$ cat config.mk
export PLATFORM = sky130hd
export DESIGN_NAME = add_round_key_nb
export DESIGN_NICKNAME = d
export VERILOG_FILES = /design/src/rtl/add_round_key_nb.sv
export SDC_FILE = /design/constraint.sdc
export NUM_CORES = 1
export LEC_CHECK = 0
export ABC_AREA = 1
export CAP_MARGIN = 20
export CORE_MARGIN = 3
export CORE_UTILIZATION = 30
export CTS_CLUSTER_SIZE = 14
export DETAILED_ROUTE_END_ITERATION = 12
export GPL_TIMING_DRIVEN = 0
export PLACE_DENSITY = 0.68
export SKIP_CTS_REPAIR_TIMING = 1
export SYNTH_ARGS = -nofsm -noshare
export SYNTH_HDL_FRONTEND = slang
export SYNTH_SLANG_ARGS = --single-unit
$ cat constraint.sdc
create_clock -name ap_clk -period 4.2 [get_ports ap_clk]
set_clock_uncertainty 0.05 [all_clocks]
set_input_delay 0.42 -clock ap_clk [delete_from_list [all_inputs] [get_ports ap_clk]]
set_output_delay 0.42 -clock ap_clk [all_outputs]
set_load 0.05 [all_outputs]
$ cat src/rtl/add_round_key_nb.sv
// AddRoundKey engine: XORs one round key column-by-column into the state.
// Optional AES_ARK_LOCK_EN adds a working_key port and LOCK_KEY parameter.
module add_round_key_nb #(
`ifdef AES_ARK_LOCK_EN
  parameter logic [1:0] LOCK_KEY = 2'b01,
`endif
  parameter int NB          = 4,
  parameter int DW          = 32,
  parameter int SA_W        = 5,
  parameter int WA_W        = 9,
  parameter int WORD_STRIDE = 120,
  parameter int N_W         = 5
) (
  input  logic            ap_clk,
  input  logic            ap_rst_n,
`ifdef AES_ARK_LOCK_EN
  input  logic [1:0]      working_key,
`endif
  input  logic            ap_start,
  output logic            ap_done,
  output logic            ap_idle,
  output logic            ap_ready,
  output logic            ap_err,
  input  logic [N_W-1:0]  n,
  output logic [SA_W-1:0] statemt_address0,
  output logic            statemt_ce0,
  output logic            statemt_we0,
  output logic [DW-1:0]   statemt_d0,
  input  logic [DW-1:0]   statemt_q0,
  output logic [SA_W-1:0] statemt_address1,
  output logic            statemt_ce1,
  output logic            statemt_we1,
  output logic [DW-1:0]   statemt_d1,
  input  logic [DW-1:0]   statemt_q1,
  output logic [WA_W-1:0] word_address0,
  output logic            word_ce0,
  input  logic [DW-1:0]   word_q0,
  output logic [WA_W-1:0] word_address1,
  output logic            word_ce1,
  input  logic [DW-1:0]   word_q1
);

  localparam int JW = $clog2(NB + 1);
  localparam logic [31:0] STR = 32'(WORD_STRIDE);

  typedef enum logic [2:0] {
    S_IDLE, S_CHK, S_RD01, S_RD23, S_WR01, S_WR23
  } state_t;

  state_t           state_q, state_d;
  logic [N_W-1:0]   n_q, n_d;
  logic [JW-1:0]    j_q, j_d;
  logic [DW-1:0]    d0_q, d0_d, d1_q, d1_d;

  logic [31:0]      nnb;
  logic [31:0]      kb;
  logic             oor;
  logic [SA_W-1:0]  sa;

  assign nnb = 32'(n_q) * 32'(NB);
  assign kb  = nnb + 32'(j_q);
  // n*NB+NB is the end of this round's key slice in every key row
  assign oor = (nnb + 32'(NB)) > STR;
  assign sa  = SA_W'(32'(j_q) * 32'd4);

  assign statemt_d0 = d0_q;
  assign statemt_d1 = d1_q;
  assign ap_ready   = ap_done;

  always_ff @(posedge ap_clk) begin
    if (!ap_rst_n) begin
      state_q <= S_IDLE;
      n_q     <= '0;
      j_q     <= '0;
      d0_q    <= '0;
      d1_q    <= '0;
    end else begin
      state_q <= state_d;
      n_q     <= n_d;
      j_q     <= j_d;
      d0_q    <= d0_d;
      d1_q    <= d1_d;
    end
  end

  always_comb begin
    state_d          = state_q;
    n_d              = n_q;
    j_d              = j_q;
    d0_d             = d0_q;
    d1_d             = d1_q;
    ap_idle          = 1'b0;
    ap_done          = 1'b0;
    ap_err           = 1'b0;
    statemt_address0 = '0;
    statemt_address1 = '0;
    statemt_ce0      = 1'b0;
    statemt_ce1      = 1'b0;
    statemt_we0      = 1'b0;
    statemt_we1      = 1'b0;
    word_address0    = '0;
    word_address1    = '0;
    word_ce0         = 1'b0;
    word_ce1         = 1'b0;
    unique case (state_q)
      S_IDLE: begin
        ap_idle = 1'b1;
        if (ap_start) begin
          n_d     = n;
          j_d     = '0;
          state_d = S_CHK;
`ifdef AES_ARK_LOCK_EN
          if (working_key[0] != LOCK_KEY[0]) state_d = S_WR01;
`endif
        end
      end
      S_CHK: begin
        if (oor) begin
          ap_done = 1'b1;
          ap_err  = 1'b1;
          state_d = S_IDLE;
        end else if (j_q == JW'(NB)) begin
`ifdef AES_ARK_LOCK_EN
          if (working_key[1] != LOCK_KEY[1]) begin
            state_d = S_WR01;
          end else begin
            ap_done = 1'b1;
            state_d = S_IDLE;
          end
`else
          ap_done = 1'b1;
          state_d = S_IDLE;
`endif
        end else begin
          state_d = S_RD01;
        end
      end
      S_RD01: begin
        statemt_ce0      = 1'b1;
        statemt_ce1      = 1'b1;
        statemt_address0 = sa;
        statemt_address1 = sa + SA_W'(1);
        word_ce0         = 1'b1;
        word_ce1         = 1'b1;
        word_address0    = WA_W'(kb);
        word_address1    = WA_W'(kb + STR);
        state_d          = S_RD23;
      end
      S_RD23: begin
        statemt_ce0      = 1'b1;
        statemt_ce1      = 1'b1;
        statemt_address0 = sa + SA_W'(2);
        statemt_address1 = sa + SA_W'(3);
        word_ce0         = 1'b1;
        word_ce1         = 1'b1;
        word_address0    = WA_W'(kb + 2 * STR);
        word_address1    = WA_W'(kb + 3 * STR);
        d0_d             = statemt_q0 ^ word_q0;
        d1_d             = statemt_q1 ^ word_q1;
        state_d          = S_WR01;
      end
      S_WR01: begin
        statemt_ce0      = 1'b1;
        statemt_ce1      = 1'b1;
        statemt_we0      = 1'b1;
        statemt_we1      = 1'b1;
        statemt_address0 = sa;
        statemt_address1 = sa + SA_W'(1);
        d0_d             = statemt_q0 ^ word_q0;
        d1_d             = statemt_q1 ^ word_q1;
        state_d          = S_WR23;
      end
      S_WR23: begin
        statemt_ce0      = 1'b1;
        statemt_ce1      = 1'b1;
        statemt_we0      = 1'b1;
        statemt_we1      = 1'b1;
        statemt_address0 = sa + SA_W'(2);
        statemt_address1 = sa + SA_W'(3);
        if (j_q != JW'(NB)) j_d = j_q + JW'(1);
        state_d          = S_CHK;
      end
      default: state_d = S_IDLE;
    endcase
  end

endmodule

==> summary.md <==
| Metric | Value |
|---|---|
| Status | `finished clean` |
| Die Wd | `~120 µm` |
| Top delay family on crit path | `buffers and inverters` |
| Power Dens Cells | `~330 nW/µm²` |
| Worst hold-check path type | `register to register` |
| First-pass GRT wire length | `approximately 20 mm` |
| Avg Cell Area, Syn | `approximately 8 µm²` |
| Num rows | `40` |
| Tot GR Track Use | `between 10% and 20%` |
| Initial antenna violation count | `0` |
| Kind of critical path | `register to output pin` |
| Seq/Total Area, Yosys | `40.35%` |
| Critical Path End | `word_address1[8]` |
| H-tree depth | `3` |
| Sequential power share | `roughly a third` |
| Post-DP HPWL | `10.36 mm` |
| Post-route cell area | `about 6600 µm²` |
| Req. time, crit path | `around 3.7 ns` |
| Post-synth top area cell | `dfxtp_1` |
| Vias in the first global route | `4032` |
| Reg2reg path depth | `9` |
| Clk pin slew, worst setup/hold paths | `0.06 ns` |
| Hold Path Cell Cnt | `1` |
| Leakage power | `about 0.0026 µW` |
| Initial DRC count | `~120` |
| Async set or reset register ratio after synthesis | `0%` |
| Crit. End Element | `output pin` |
| CP max stage cell | `clkdlybuf4s50_1` |
| Yosys warns | `0` |
| Cell mode on critical path | `ha_1` |
| # diodes | `0` |
| Synth Net Count | `605` |
| Ys flop type | `dfxtp_1` |
| I/O pin total | `roughly 240` |
| Layout Utilization | `between 50% and 60%` |
| Hold Vio Cnt, Final | `0` |
| Slew Viols, Final | `0` |
| Synthesized area | `between 3000 and 4000 µm²` |
| Crit path from | `n_q[0]` |
| Largest net degree at the start of global routing | `13` |
| Setup Viol. Count Final | `0` |
| Combinational share of power | `roughly a quarter` |
| Switch share | `~28%` |
| FMAX | `around 270 MHz` |
| CP Cell Sequence | `ha_1 > ha_1 > xnor2_1 > inv_1 > ha_1 > a21oi_1 > nand2_1 > nand3_1 > nand2_1 > nor2_1 > clkdlybuf4s50_1` |
| Initial core utilization | `a little under a third` |
| Clk root buf | `clkbuf_16` |
| Period utilization | `87.47%` |
| Placed inst area | `about 6300 µm²` |
| Die area | `about 14000 µm²` |
| Clk network pwr share | `between 30% and 40%` |
| Fin nets | `roughly 850` |
| Clock Tree Buf Depth | `2` |
| Hold Worst Slack | `~0.46 ns` |
| DR pass1 iterations | `4` |
| Max-slew headroom | `63.47%` |
| Share of cells above drive strength 1 | `7.052%` |
| Final Total Pwr | `approximately 2200 µW` |
| RSZ-0062 raised after global routing | `false` |
| Most frequent cell after synthesis | `a21oi_1` |
| Worst vdd ir | `roughly 140 µV` |
| Crit path time final | `roughly 3.7 ns` |
| Post-route antenna net violation count | `0` |
| Crit path largest cell delay | `around 0.8 ns` |
| Worst-Skew Late Latency | `approximately 0.33 ns` |
| Crit Path Max Fanout | `6` |
| Switching pwr | `623.2 µW` |
| Grt ovf | `0` |
| Post-Synthesis Cells | `between 400 and 500` |
| Count of state elements after synthesis | `75` |
| Gp weighted congestion | `0.8691` |
| Yosys top cell area share | `around two fifths` |
| Buf/Inv on CP | `2` |
| CTS tree | `built` |
| CTS Sinks | `75` |
| Worst-Margin Slew | `0.5462 ns` |
| Count of cell types in the netlist | `28` |
| Total negative slack | `0 ns` |
| CP arrival | `around 3.2 ns` |
| Number of synthesized flops with an enable pin | `0` |
| Max-Cap Viols | `0` |
| R2R Path End | `statemt_d0[20]` |
| Syn-to-layout area delta | `77.98%` |
| Port Buffers | `236` |
| Startpoint class of the critical path | `register` |
| DRC viols | `0` |
| R2r startpoint | `state_q[2]` |
| Height of the die | `~120 µm` |
| Reg-to-reg slack, setup | `~2.6 ns` |
| Wire per inst | `between 10 and 15 µm` |
| Core area | `between 10000 and 15000 µm²` |
| Crit path depth | `11` |
| Post-Route WL | `12.43 mm` |
| Internal power | `roughly 1600 µW` |
| Largest cells by area after synthesis | `dfxtp_1 (40%), xnor2_1 (15%), a21oi_1 (10%)` |
| Number of buffers created by CTS | `9` |
| # fillers | `1111` |
| Commonest cells post-synth | `a21oi_1 (78), dfxtp_1 (75), xnor2_1 (65)` |
| Vias | `about 3900` |
| Vias per inst | `between 4 and 5` |
logic make-up (layout without fill, tap and decap cells):
family | after synthesis | after routing | share of synthesized area (%)
adders and majority gates | 12 | 12 | 4.237
buffers and inverters | 65 | 317 | 8.440
AOI/OAI and AO/OA | 158 | 158 | 21.49
DFF | 75 | 75 | 40.35
other | 1 | 1 | 0.1008
xor gates and xnor gates | 67 | 67 | 15.97
and+or+nand+nor | 79 | 79 | 9.415
per-stage QoR:
| step | setup WS [ns] | std cells |
|---|---|---|
| 4_1_cts | 0.5434 | 877 |
| 6_report | 0.5261 | 877 |
| 2_1_floorplan | 1.277 | 457 |
| 3_5_place_dp | 0.9037 | 861 |
| 5_1_grt | 0.3908 | 877 |
| 3_3_place_gp | 0.9575 | 861 |
worst min path at each step:
| stage | from | end | slack, ns |
|---|---|---|---|
| after global routing | statemt_d1[20] | statemt_d1[20] | 0.48 |
| final | j_q[0] | j_q[0] | 0.46 |
| after CTS | j_q[0] | j_q[0] | 0.46 |
| after detailed placement | j_q[0] | j_q[0] | 0.45 |
| after global placement | j_q[0] | j_q[0] | 0.44 |
| after floorplan | j_q[0] | j_q[0] | 0.41 |
placed cells by master, fill, tap and decap left out, types with 11 or more instances in the layout:
master	synthesis	final
dfxtp_1	75	75
ha_1	11	11
a21oi_1	78	78
o21ai_1	46	46
nor2_1	26	26
xnor2_1	65	65
nand2_1	32	32
nand3_1	11	11
o21ai_0	30	30
clkdlybuf4s50_1	0	236
buf_4	16	16
inv_1	29	29
power groups by stage:
| stage | clock network (µW) | registers (µW) | logic (µW) |
|---|---|---|---|
| after CTS | 857 | 772 | 581 |
| after global placement | 0 | 786 | 573 |
| after floorplan | 0 | 884 | 214 |
| final | 838 | 773 | 576 |
| after detailed placement | 0 | 787 | 579 |
| after global routing | 887 | 777 | 615 |
flip-flops by register name, indices dropped and copies added (netlist names):
signal,count
state_q,3
statemt_d1,32
n_q,5
statemt_d0,32
j_q,3
routing by layer:
metal	global-route usage (%)	share of wire, %	vias to the layer above
li1	-	-	2007
met1	19.38	41	1774
met2	32.15	51	141
met3	4.098	6.2	14
met4	5.865	1.6	0
met5	0	0	-
layout make-up:
cell class / count / area (µm²) / area share [%]
Timing Repair Buffer: 236 / 2362 / 35.67
Multi-Input combinational cell: 317 / 1906 / 28.77
Sequential cell: 75 / 1501 / 22.67
Clock buffer: 12 / 256.5 / 3.873
Tap cell: 168 / 210.2 / 3.174
Buffer: 33 / 193.9 / 2.928
Inverter: 32 / 120.1 / 1.814
Clock inverter: 4 / 72.57 / 1.096
Note: power is estimated with default switching activity, not from simulation.
